<file path="src/rtl/traffic_pkg.sv">
// Shared types and defaults for the N-way intersection controller.
// The timer width is sized to hold the longest phase's (duration - 1).
package traffic_pkg;

  typedef enum logic [1:0] {
    ALLRED = 2'd0,
    GREEN  = 2'd1,
    YELLOW = 2'd2,
    WALK   = 2'd3
  } state_e;

  localparam int DEF_N_WAYS     = 4;
  localparam int DEF_GREEN_CYC  = 8;
  localparam int DEF_YELLOW_CYC = 3;
  localparam int DEF_ALLRED_CYC = 2;
  localparam int DEF_WALK_CYC   = 4;

  function automatic int timer_width(input int g, input int y, input int a, input int w);
    int m;
    m = g;
    if (y > m) m = y;
    if (a > m) m = a;
    if (w > m) m = w;
    return (m <= 1) ? 1 : $clog2(m);
  endfunction

endpackage

</file>
<file path="src/rtl/phase_timer.sv">
// Phase down-counter: loads (duration - 1) on a phase change, counts down
// while enabled and holds at zero; done marks the last cycle of the phase.
module phase_timer #(
  parameter int             W       = 4,
  parameter logic [W-1:0]   RST_VAL = '0
) (
  input  logic         clk,
  input  logic         reset,
  input  logic         load,
  input  logic         en,
  input  logic [W-1:0] load_val,
  output logic         done
);

  logic [W-1:0] cnt_q, cnt_d;

  always_comb begin
    cnt_d = cnt_q;
    if (load)
      cnt_d = load_val;
    else if (en && (cnt_q != '0))
      cnt_d = cnt_q - 1'b1;
  end

  always_ff @(posedge clk or posedge reset) begin
    if (reset) cnt_q <= RST_VAL;
    else       cnt_q <= cnt_d;
  end

  assign done = (cnt_q == '0);

endmodule

</file>
<file path="src/rtl/traffic_ctrl_n.sv">
// N-way round-robin intersection controller with a shared pedestrian WALK phase.
//   state  | meaning
//   ALLRED | clearance after yellow (and reset state); all vehicle lamps red
//   GREEN  | approach way_q has green
//   YELLOW | approach way_q has yellow
//   WALK   | all vehicles red; crossings in the entry snapshot get ped green
module traffic_ctrl_n
  import traffic_pkg::*;
#(
  parameter int N_WAYS     = DEF_N_WAYS,
  parameter int GREEN_CYC  = DEF_GREEN_CYC,
  parameter int YELLOW_CYC = DEF_YELLOW_CYC,
  parameter int ALLRED_CYC = DEF_ALLRED_CYC,
  parameter int WALK_CYC   = DEF_WALK_CYC
) (
  input  logic                      clk,
  input  logic                      reset,
  input  logic                      en,
  input  logic [N_WAYS-1:0]         ped_req,
  output logic [N_WAYS-1:0]         sig_g,
  output logic [N_WAYS-1:0]         sig_y,
  output logic [N_WAYS-1:0]         sig_r,
  output logic [N_WAYS-1:0]         ped_g,
  output logic [N_WAYS-1:0]         ped_r,
  output logic [$clog2(N_WAYS)-1:0] active_way,
  output logic [N_WAYS-1:0]         ped_pending
);

  localparam int WAY_W = $clog2(N_WAYS);
  localparam int TW    = timer_width(GREEN_CYC, YELLOW_CYC, ALLRED_CYC, WALK_CYC);
  localparam logic [N_WAYS-1:0] ONE_HOT0 = N_WAYS'(1);

  if (N_WAYS < 2 || N_WAYS > 8 || GREEN_CYC < 1 || YELLOW_CYC < 1 ||
      ALLRED_CYC < 1 || WALK_CYC < 1) begin : g_bad_param
    $error("traffic_ctrl_n: parameter out of legal range");
  end

  state_e              state_q, state_d;
  logic [WAY_W-1:0]    way_q, way_d;
  logic [WAY_W-1:0]    nxt_q, nxt_d;
  logic [N_WAYS-1:0]   snap_q, snap_d;
  logic [N_WAYS-1:0]   pend_q, pend_d;
  logic [N_WAYS-1:0]   sig_g_q, sig_g_d;
  logic [N_WAYS-1:0]   sig_y_q, sig_y_d;
  logic [N_WAYS-1:0]   ped_g_q, ped_g_d;
  logic [TW-1:0]       load_val;
  logic                t_done;
  logic                adv;

  assign adv = en && t_done;

  phase_timer #(
    .W       (TW),
    .RST_VAL (TW'(ALLRED_CYC - 1))
  ) u_timer (
    .clk      (clk),
    .reset    (reset),
    .load     (adv),
    .en       (en),
    .load_val (load_val),
    .done     (t_done)
  );

  always_comb begin
    state_d = state_q;
    way_d   = way_q;
    nxt_d   = nxt_q;
    snap_d  = snap_q;
    pend_d  = pend_q | ped_req;
    if (adv) begin
      unique case (state_q)
        ALLRED: begin
          if (pend_q != '0) begin
            state_d = WALK;
            snap_d  = pend_q;
          end else begin
            state_d = GREEN;
            way_d   = nxt_q;
            nxt_d   = (nxt_q == WAY_W'(N_WAYS - 1)) ? '0 : nxt_q + 1'b1;
          end
        end
        GREEN:  state_d = YELLOW;
        YELLOW: state_d = ALLRED;
        WALK: begin
          state_d = GREEN;
          way_d   = nxt_q;
          nxt_d   = (nxt_q == WAY_W'(N_WAYS - 1)) ? '0 : nxt_q + 1'b1;
          // a request landing on the exit edge survives into the next WALK
          pend_d  = (pend_q & ~snap_q) | ped_req;
        end
      endcase
    end

    load_val = TW'(ALLRED_CYC - 1);
    unique case (state_d)
      ALLRED: load_val = TW'(ALLRED_CYC - 1);
      GREEN:  load_val = TW'(GREEN_CYC - 1);
      YELLOW: load_val = TW'(YELLOW_CYC - 1);
      WALK:   load_val = TW'(WALK_CYC - 1);
    endcase

    sig_g_d = '0;
    sig_y_d = '0;
    ped_g_d = '0;
    unique case (state_d)
      GREEN:  sig_g_d = ONE_HOT0 << way_d;
      YELLOW: sig_y_d = ONE_HOT0 << way_d;
      WALK:   ped_g_d = snap_d;
      default: ;
    endcase
  end

  always_ff @(posedge clk or posedge reset) begin
    if (reset) begin
      state_q <= ALLRED;
      way_q   <= '0;
      nxt_q   <= '0;
      snap_q  <= '0;
      pend_q  <= '0;
      sig_g_q <= '0;
      sig_y_q <= '0;
      ped_g_q <= '0;
    end else begin
      state_q <= state_d;
      way_q   <= way_d;
      nxt_q   <= nxt_d;
      snap_q  <= snap_d;
      pend_q  <= pend_d;
      sig_g_q <= sig_g_d;
      sig_y_q <= sig_y_d;
      ped_g_q <= ped_g_d;
    end
  end

  assign sig_g       = sig_g_q;
  assign sig_y       = sig_y_q;
  assign sig_r       = ~(sig_g_q | sig_y_q);
  assign ped_g       = ped_g_q;
  assign ped_r       = ~ped_g_q;
  assign active_way  = way_q;
  assign ped_pending = pend_q;

endmodule

</file>
<file path="config.mk">
export PLATFORM = sky130hd
export DESIGN_NAME = traffic_ctrl_n
export DESIGN_NICKNAME = d
export VERILOG_FILES = /design/src/rtl/traffic_pkg.sv /design/src/rtl/phase_timer.sv /design/src/rtl/traffic_ctrl_n.sv
export SDC_FILE = /design/constraint.sdc
export NUM_CORES = 1
export LEC_CHECK = 0
export BUFFER_PORTS_ARGS = -buffer_cell sky130_fd_sc_hd__buf_4
export CORE_MARGIN = 3
export CORE_UTILIZATION = 56
export CTS_CLUSTER_SIZE = 25
export DETAILED_ROUTE_END_ITERATION = 16
export GPL_ROUTABILITY_DRIVEN = 0
export MAX_ROUTING_LAYER = met4
export PLACE_DENSITY = 0.83
export SLEW_MARGIN = 5
export SYNTH_ARGS = -nofsm -noshare
export SYNTH_HDL_FRONTEND = slang
export SYNTH_SLANG_ARGS = --single-unit
</file>
<file path="constraint.sdc">
create_clock -name clk -period 3.8 [get_ports clk]
set_input_delay 0.76 -clock clk [delete_from_list [all_inputs] [get_ports clk]]
set_output_delay 0.76 -clock clk [all_outputs]
set_load 0.05 [all_outputs]
</file>
==> impl_results.md, run 1 <==
- Max H-tree Level: 2
- Post-route clock skew: 0.0104 ns
- Residual DRC: 0
- Total leakage power: 0.000842 uW
- Max incr delay on CP: 0.52 ns
- CTS clock-pin slew for the worst setup and hold paths: 0.09 ns
- First-pass DRT Iterations: 4
- Worst hold endpoint: snap_q[1]
- Die Wd: 55.3 um
- Crit-path cells: inv_1, ha_1, and4bb_2, and2_4, a311oi_4, inv_2, nor3_1
- EDFF count, synth: 0
- DR iter-0 viols: 18
- Total global routing overflow: 0
- Synth top area share: 51.5%
- Skew-Pair Late Insertion Delay: 0.32 ns
- Ys flop type: dfrtp_1
- FMAX: 476 MHz
- P&R area growth vs syn: 24.7%
- Area leader, netlist: dfrtp_1
- Most frequent cells after synthesis: 28 x dfrtp_1, 13 x inv_1, 9 x nor2_1, 9 x nor3_1
- Critical Path End Type: flop
- CP arrival: 2.34 ns
- Most frequent cell after synthesis: dfrtp_1
- HPWL Detailed: 2000 um
- #FFs+latches synth: 29
- Least-Margin Pin Slew: 1.03 ns
- DP Worst Slack: 1.65 ns
- R2r setup slk: 1.70 ns
- Startpoint types: flop
- Final net count: 171
- R2R depth: 7
- Number of inserted diodes: 0
- Hold slack: 0.528 ns
- Maxcap violations: 0
- IO Pins: 33
- Worst-path fanout max: 6
- Post-CTS Setup Bufs: 0
- Largest cells by area after synthesis: dfrtp_1 52%, ha_1 5.5%, a311oi_4 3.9%
- Final hold violations: 0
- CP top delay family: simple AND/OR/NAND/NOR gates
- Setup TNS: 0 ns
- Die Area: 3060 um^2
- Cell area after layout: 1700 um^2
- Core region area: 2250 um^2
- WL final: 2610 um
- Vias in the first global route: 995
- Slowest-stage cell, CP: dfstp_2
- Max IR drop VDD: 0.452 mV
- DR WL/cell: 14.0 um
- Post-CTS sizing: 0
- Buffers on Ports: 32
- GRT Overall Usage: 19.9%
- Register area share after synthesis: 53.4%
- Largest net degree at the start of global routing: 30
- Syn Area/Cell: 11.2 um^2
- Clk sinks: 29
- Hold Startpoint: snap_q[1]
- Maximum clock path buffer count: 2
- Final setup margin: 1.70 ns
- Endpoints failing setup: 0
- First-pass GRT wire length: 4530 um
- Yosys cell types: 35
- Mapped Area: 1360 um^2
- Hold Path Depth: 1
- Initial antenna violation count: 0
- Final Cycle Share: 55.3%
- Reg-to-reg endpoint: sig_y[0]
- Row count: 17
- Die Ht: 55.3 um
- Max Slew Vio Count: 0
- Cell area after placement: 1630 um^2
- Max-Slew Margin vs Limit: 31.0%
- CTS tree: yes
- TritonCTS Buffers: 5
- Buf/Inv on CP: 2
- Worst EP required: 4.03 ns
- Hold/Removal Path Class: flop to flop
- Critical path class: flop to flop
- RSZ-0062 raised after global routing: false
- Hold Buf Count CTS: 0
- Status: complete, no violations
- Via Count: 1014
- Yosys warns: 0
- Min cycle time layout: 2.10 ns
- Vias per cell: 5.42
- Post-DRT Antenna Nets: 0
- Fraction of layout cells with a size suffix above 1: 34.0%
- Power per cell area: 780 nW/um^2
- Syn Nets: 134
- Reg-to-reg critical path startpoint: u_timer.cnt_q[0]
- Clk root buf: clkbuf_4
- Initial core utilization: 60.3%
- Post-Synthesis Cells: 121
- Async SR Flop Fraction: 100%
## report_power, final
part	internal [uW]	switching, uW	total (uW)
logic	222	434	656
clock network	107	98.4	205
registers	398	63.1	461
## worst reg2reg max path, delay by kind of cell (launching register included)
kind / cells / cell delay, ns
buffers and inverters: 2 / 0.18
flip-flops: 1 / 0.52
AND/OR/NAND/NOR: 3 / 0.68
AO/OA/AOI/OAI: 1 / 0.39
adder cells (fa/ha/maj): 1 / 0.25
## per-stage QoR
| step | utilization (%) | power (uW) | cells |
|---|---|---|---|
| 6_report | 75.2 | 1320 | 187 |
| 5_1_grt | 75.2 | 1420 | 187 |
| 4_1_cts | 75.2 | 1330 | 187 |
| 3_5_place_dp | 72.1 | 1130 | 179 |
| 3_3_place_gp | 72.1 | 1110 | 179 |
| 2_1_floorplan | - | 954 | 121 |
## final cells by class
class,count,area [um^2]
Multi-Input combinational cell,75,567
Fill cell,172,559
Sequential cell,29,727
Clock inverter,1,5.00
Tap cell,28,35.0
Clock buffer,7,65.1
Timing Repair Buffer,32,240
Inverter,15,56.3
## sequential cells by signal, summed over array words and instances (netlist names)
signal         cells
u_timer.cnt_q      3
active_way         2
ped_g              4
state_q            2
sig_y              4
snap_q             4
sig_g              4
nxt_q              2
ped_pending        4
## placed cells by master, fill, tap and decap left out, types with 2 or more instances in the layout
cell type and count:
mux2_2 2, a311oi_4 2, inv_1 13, a22o_1 3
clkbuf_8 2, clkbuf_4 5, inv_2 2, nor3_1 9
a21o_1 6, nand2_1 5, and2_1 4, a31oi_1 2
buf_4 32, nand3_1 5, dfrtp_1 28, ha_1 6
a21oi_1 3, and3_1 2, nor2_1 9
## per-layer routing
metal / vias to the layer above / routed length [um] / global-route usage, %
met4: 0 / 45 / 9.38
met1: 482 / 1100 / 24.1
met2: 21 / 1350 / 31.8
li1: 506 / - / -
met5: - / 0 / -
met3: 5 / 111 / 4.21
## worst max path at each step
stage	to	cells after the start	slack, ns	startpoint
finish	sig_y[0]	7	1.70	u_timer.cnt_q[0]
global route	sig_y[0]	7	1.49	u_timer.cnt_q[0]
CTS	sig_y[0]	7	1.69	u_timer.cnt_q[0]
detailed placement	sig_y[0]	6	1.65	en
global placement	sig_g[1]	6	1.71	en
floorplan	sig_r[0]	1	1.76	sig_y[0]
## cells by family after synthesis
group                    Yosys count  share of synthesized area [%]
AO/OA/AOI/OAI                     25                           16.5
flip-flops                        29                           53.5
adder cells (fa/ha/maj)            6                           5.52
buffers and inverters             17                           4.88
AND/OR/NAND/NOR                   41                           17.3
multiplexers                       3                           2.39
(Power assumes the default switching activity.)
==> inputs of run 2 (changes only) <==
Settings changed: CORE_UTILIZATION 56 to 52, PLACE_DENSITY 0.83 to 0.78.
Clock period 3.8 ns to 2.1 ns, I/O delays scaled along.
==> run 2 against run 1 <==
Non-clock buffer count grew 4; final cell count grew 2.1%; clock skew shrank 0.0045 ns; count of clock-buffer cells in the layout shrank 1; highest routed layer unchanged.
==> impl_results.md, run 2 (synthesis gave the netlist of run 1 again) <==
- Status: complete, no violations
- Buf/Inv on CP: 2 (unchanged)
- Post-DRT Antenna Nets: 0 (unchanged)
- Reg-to-reg endpoint: sig_g[1]
- Maximum clock path buffer count: 2 (unchanged)
- DP Worst Slack: -0.0483 ns (-1.70 ns)
- CTS tree: yes
- Max H-tree Level: 2 (unchanged)
- Cell area after layout: 1720 um^2 (+1.5%)
- CP Launch Point: u_timer.cnt_q[0]
- IO Pins: 33 (unchanged)
- Max-Slew Margin vs Limit: 69.7% (+39 points)
- Initial core utilization: 58.1% (-2.2 points)
- CP top delay family: simple AND/OR/NAND/NOR gates
- Setup TNS: 0 ns (unchanged)
- Total global routing overflow: 0 (unchanged)
- P&R area growth vs syn: 26.5%
- Final Cycle Share: 95.1% (+40 points)
- DR WL/cell: 13.3 um (-4.5%)
- Cell area after placement: 1650 um^2 (+1.4%)
- Critical path class: flop to flop
- Hold/Removal Path Class: input port to asynchronous set/reset pin
- Maxcap violations: 0 (unchanged)
- Startpoint types: flop
- Vias per cell: 5.39 (-0.55%)
- Crit-path cells: inv_1, ha_1, and4bb_4, and3_1, a311oi_4, inv_2, nor3_2
- Die Ht: 57.1 um (+3.4%)
- Setup crit end: sig_g[1]
- Endpoints failing setup: 0 (unchanged)
- R2R depth: 7 (unchanged)
- Max Slew Vio Count: 0 (unchanged)
- Max incr delay on CP: 0.53 ns (about the same)
- Row count: 17 (unchanged)
- DR iter-0 viols: 31 (+13)
- Commonest cells after routing, fill and taps aside: 36 x buf_4, 28 x dfrtp_1, 13 x inv_1
- GRT Overall Usage: 17.5% (-2.4 points)
- Core region area: 2340 um^2 (+3.8%)
- FMAX: 501 MHz (+5.2%)
- Power per cell area: 1390 nW/um^2 (+79%)
- Final net count: 175 (+2.3%)
- TritonCTS Buffers: 5 (unchanged)
- Skew-Pair Late Insertion Delay: 0.32 ns (about the same)
- Largest net degree at the start of global routing: 30 (unchanged)
- Commonest non-fill, non-tap cell in the layout: buf_4
- Clk sinks: 29 (unchanged)
- Number of inserted diodes: 0 (unchanged)
- RSZ-0062 raised after global routing: false
- HPWL Detailed: 1920 um (-4.1%)
- Clk root buf: clkbuf_4
- Buffers on Ports: 32 (unchanged)
- Die Wd: 57.1 um (+3.4%)
- WL final: 2550 um (-2.4%)
- First-pass GRT wire length: 4160 um (-8.2%)
- Die Area: 3260 um^2 (+6.8%)
- Max IR drop VDD: 1.02 mV (+130%)
- Least-Margin Pin Slew: 0.451 ns (-0.583 ns)
- Residual DRC: 0 (unchanged)
- Slowest-stage cell, CP: dfstp_2
- Hold Buf Count CTS: 0 (unchanged)
- CP arrival: 2.24 ns (-0.10 ns)
- Min cycle time layout: 2.00 ns (-0.104 ns)
- Vias in the first global route: 947 (-4.8%)
- Cells after DPL: 182 (+1.7%)
- Reg-to-reg critical path startpoint: u_timer.cnt_q[0]
- Fraction of layout cells with a size suffix above 1: 36.2% (+2.2 points)
- Initial antenna violation count: 0 (unchanged)
- Worst-path fanout max: 6 (unchanged)
- Via Count: 1030 (+1.6%)
- Final hold violations: 0 (unchanged)
- R2r setup slk: 0.10 ns (-1.60 ns)
- CTS clock-pin slew for the worst setup and hold paths: 0.09 ns (about the same)
- Non-Filler Instances: 191 (+2.1%)
- Total leakage power: 0.000855 uW (+1.5%)
- Worst EP required: 2.34 ns (-1.69 ns)
- Final setup margin: 0.103 ns (-1.60 ns)
- Critical Path End Type: flop
- Fillers: 184 (+7.0%)
- Final Total Pwr: 2390 uW (+81%)
- Crit path depth: 7 (unchanged)
- Post-route clock skew: 0.00591 ns (-0.00452 ns)
- First-pass DRT Iterations: 4 (unchanged)
-- run 2: cell types whose count changed in the layout (fill, tap and decap cells not counted), sizes merged --
cell	previous run	this run
clkinv	1	2
buf	32	36
clkbuf	7	6
-- run 2: layer usage --
metal | share of wire [%] | wire length [um] | track usage (%) | vias up
li1 | - | - | - | 503
met4 | 2.5 | 63 | 9.93 | 0
met1 | 41 | 1050 | 19.5 | 481
met5 | 0 | 0 | - | -
met2 | 49 | 1250 | 27.9 | 39
met3 | 7.2 | 184 | 4.98 | 7
-- run 2: where the power goes --
| part | switching, uW | internal [uW] |
|---|---|---|
| clock | 182 | 127 |
| sequential | 115 | 720 |
| combinational | 810 | 441 |
| total | 1110 | 1290 |
-- run 2: worst min-delay path by stage --
stage / slack (ns) / from / cells past startpoint / end
2_1_floorplan: 0.48 / snap_q[0] / 1 / snap_q[0]
3_3_place_gp: 0.51 / reset / 3 / ped_g[1]
3_5_place_dp: 0.51 / reset / 3 / ped_g[3]
4_1_cts: 0.15 / reset / 3 / sig_g[0]
5_1_grt: 0.17 / reset / 3 / sig_g[0]
6_report: 0.15 / reset / 3 / ped_g[3]
-- run 2: cell type report --
type	instances	area [um^2]	area share (%)
clock buffer	6	41.3	2.40
clock inverter	2	10.0	0.582
inverter	15	56.3	3.27
multi-input combinational	75	581	33.7
sequential	29	727	42.3
tap	28	35.0	2.04
timing repair buffer	36	270	15.7
-- run 2: what timing repair did --
item,CTS,global route
pin swaps,1,1
buffers inserted,1,0
gates resized for setup,0,3
setup endpoints to repair,2,5
-- run 2: through the flow --
stage	hold WS [ns]	util (%)
4_1_cts	0.150	72.9
5_1_grt	0.175	73.5
3_5_place_dp	0.512	70.4
3_3_place_gp	0.508	70.4
6_report	0.155	73.5
2_1_floorplan	0.481	-
-- run 2: worst min-delay path, stage by stage --
cell and delay, ns:
buf_4 0.11, inv_1 0.04, buf_4 0.32
==> inputs of run 3 (changes only) <==
Settings changed: CORE_UTILIZATION 52 to 56, PLACE_DENSITY 0.78 to 0.83.
Clock period 2.1 ns to 2.4 ns, I/O delays scaled along.
==> run 3 against run 2 <==
Clock skew grew 0.0078 ns; utilization up 1.3 points; first-iteration DRC count fell by 16%; count of clock-buffer cells in the layout is 1 higher; total power decreased by 14%; die area shrank 6.4%; global-route usage increased by 3.0 points; combinational power down 16%; non-clock buffer count fell by 3; hold slack gained 0.033 ns; critical endpoint is now sig_g[0]; largest power group unchanged.
==> impl_results.md, run 3 (synthesis gave the netlist of run 1 again) <==
- Status: complete, no violations
- Power share of the clock group: 14.0% (+1.1 points)
- Switching Fraction: 45.6% (-0.63 points)
- Combinational share of power: 50.8% (-1.4 points)
- Grt peak-use layer: met2
- Post-DRT Antenna Nets: 0 (unchanged)
- Core Util, Final: 74.9% (+1.3 points)
- Initial antenna violation count: 0 (unchanged)
- Residual DRC: 0 (unchanged)
- Die Ht: 55.3 um (-3.3%)
- Reg-to-reg critical path startpoint: u_timer.cnt_q[0]
- P&R area growth vs syn: 24.1%
- Power per cell area: 1220 nW/um^2 (-12%)
- Post-CTS sizing: 0 (unchanged)
- Met1 Use GR: 23.5% (+4.0 points)
- IO Pins: 33 (unchanged)
- Post-CTS Setup Bufs: 0 (-1)
- Vias in the first global route: 1007 (+6.3%)
- DR iter-0 viols: 26 (-16%)
- Buf/Inv on CP: 2 (unchanged)
- Reg-to-reg endpoint: sig_g[0]
- Initial core utilization: 60.3% (+2.2 points)
- First-pass GRT wire length: 4600 um (+11%)
- Commonest cells after routing, fill and taps aside: 33 x buf_4, 28 x dfrtp_1, 13 x inv_1
- Largest net degree at the start of global routing: 17 (-43%)
- CP top delay family: simple AND/OR/NAND/NOR gates
- Maximum clock path buffer count: 2 (unchanged)
- Fraction of layout cells with a size suffix above 1: 33.3% (-2.9 points)
- Least-Margin Pin Slew: 0.524 ns (+0.0725 ns)
- Row count: 17 (unchanged)
- Hold Buf Count CTS: 0 (unchanged)
- Worst EP required: 2.62 ns (+0.28 ns)
- CTS tree: yes
- Max H-tree Level: 2 (unchanged)
- Commonest non-fill, non-tap cell in the layout: buf_4
- Clk root buf: clkbuf_4
- Crit path depth: 7 (unchanged)
- TritonCTS Buffers: 5 (unchanged)
- WL final: 2650 um (+4.1%)
- Total leakage power: 0.000837 uW (-2.1%)
- CTS clock-pin slew for the worst setup and hold paths: 0.09 ns (about the same)
- First-pass DRT Iterations: 4 (unchanged)
- Via Count: 1001 (-2.8%)
- Worst-path fanout max: 6 (unchanged)
- GRT Overall Usage: 20.4% (+3.0 points)
- Die Area: 3060 um^2 (-6.4%)
- P_int: 1120 uW (-13%)
- Critical path class: flop to flop
- Clk sinks: 29 (unchanged)
- Number of inserted diodes: 0 (unchanged)
- Crit-path cells: inv_1, ha_1, and4bb_2, and2_4, a311oi_4, inv_2, nor3_1
- Slowest-stage cell, CP: dfstp_2
- Max Slew Vio Count: 0 (unchanged)
- Part of the power in registers: 35.3% (+0.4 points)
- Startpoint types: flop
- Hold/Removal Path Class: input port to asynchronous set/reset pin
- R2R depth: 7 (unchanged)
- Vias per cell: 5.35 (-0.74%)
- R2r setup slk: 0.28 ns (+0.18 ns)
- Buffers on Ports: 32 (unchanged)
- Final Cycle Share: 88.2% (-6.9 points)
- Setup crit end: sig_g[0]
- Critical Path End Type: flop
- Die Wd: 55.3 um (-3.3%)
- Max incr delay on CP: 0.52 ns (about the same)
- RSZ-0062 raised after global routing: false
- Max-Slew Margin vs Limit: 65.1% (-4.6 points)
- Core region area: 2250 um^2 (-3.6%)
- Sw power: 940 uW (-15%)
- Met3 usage: 7.71% (+2.7 points)
- Final hold violations: 0 (unchanged)
- Met2 GRT Util: 31.3% (+3.4 points)
- Maxcap violations: 0 (unchanged)
- Min cycle time layout: 2.12 ns (+0.119 ns)
- HPWL Detailed: 2050 um (+6.9%)
- FMAX: 472 MHz (-5.6%)
- Post-route clock skew: 0.0137 ns (+0.00783 ns)
- Setup TNS: 0 ns (unchanged)
- Total global routing overflow: 0 (unchanged)
- CP arrival: 2.34 ns (+0.10 ns)
- DR WL/cell: 14.2 um (+6.3%)
- Final net count: 172 (-1.7%)
- Skew-Pair Late Insertion Delay: 0.32 ns (about the same)
- Endpoints failing setup: 0 (unchanged)
- Max IR drop VDD: 0.773 mV (-24%)
- CP Launch Point: u_timer.cnt_q[0]
==> run 3: worst register-to-register path, stage by stage, from the launching register on <==
cell and delay [ns]:
dfstp_2 0.52, inv_1 0.07, ha_1 0.26, and4bb_2 0.30, and2_4 0.17, a311oi_4 0.39
inv_2 0.11, nor3_1 0.21
==> run 3: routing by layer <==
metal,up-vias,share of wire [%]
li1,499,-
met1,483,43
met2,17,51
met3,2,4.6
met4,0,0.98
met5,-,0
==> run 3: how the worst min path moves through the flow <==
stage | startpoint | endpoint | slack (ns) | depth (start not counted)
2_1_floorplan | snap_q[0] | snap_q[0] | 0.48 | 1
3_3_place_gp | snap_q[0] | snap_q[0] | 0.51 | 1
3_5_place_dp | snap_q[2] | snap_q[2] | 0.51 | 1
4_1_cts | reset | u_timer.cnt_q[2] | 0.20 | 2
5_1_grt | reset | u_timer.cnt_q[2] | 0.22 | 2
6_report | reset | u_timer.cnt_q[2] | 0.19 | 2
==> run 3: metrics by stage <==
step | total power (uW) | std cells | area (um^2) | setup WS, ns | hold slack, ns
global placement | 1750 | 180 | 1630 | 0.395 | 0.507
finish | 2060 | 187 | 1690 | 0.284 | 0.188
CTS | 2080 | 187 | 1690 | 0.285 | 0.196
floorplan | 1510 | 121 | 1360 | 0.473 | 0.481
global route | 2210 | 187 | 1690 | 0.159 | 0.217
detailed placement | 1790 | 180 | 1630 | 0.305 | 0.506
==> run 3: power groups by stage <==
stage	clock network (uW)	registers, uW	logic, uW
6_report	288	728	1050
4_1_cts	303	727	1050
3_5_place_dp	0	736	1050
2_1_floorplan	0	906	604
3_3_place_gp	0	731	1020
5_1_grt	331	744	1130
==> run 3: final cells by class <==
type | instances | area [um^2]
Inverter | 15 | 56.3
Sequential cell | 29 | 727
Multi-Input combinational cell | 75 | 567
Fill cell | 169 | 567
Clock buffer | 7 | 55.1
Tap cell | 28 | 35.0
Timing Repair Buffer | 33 | 248
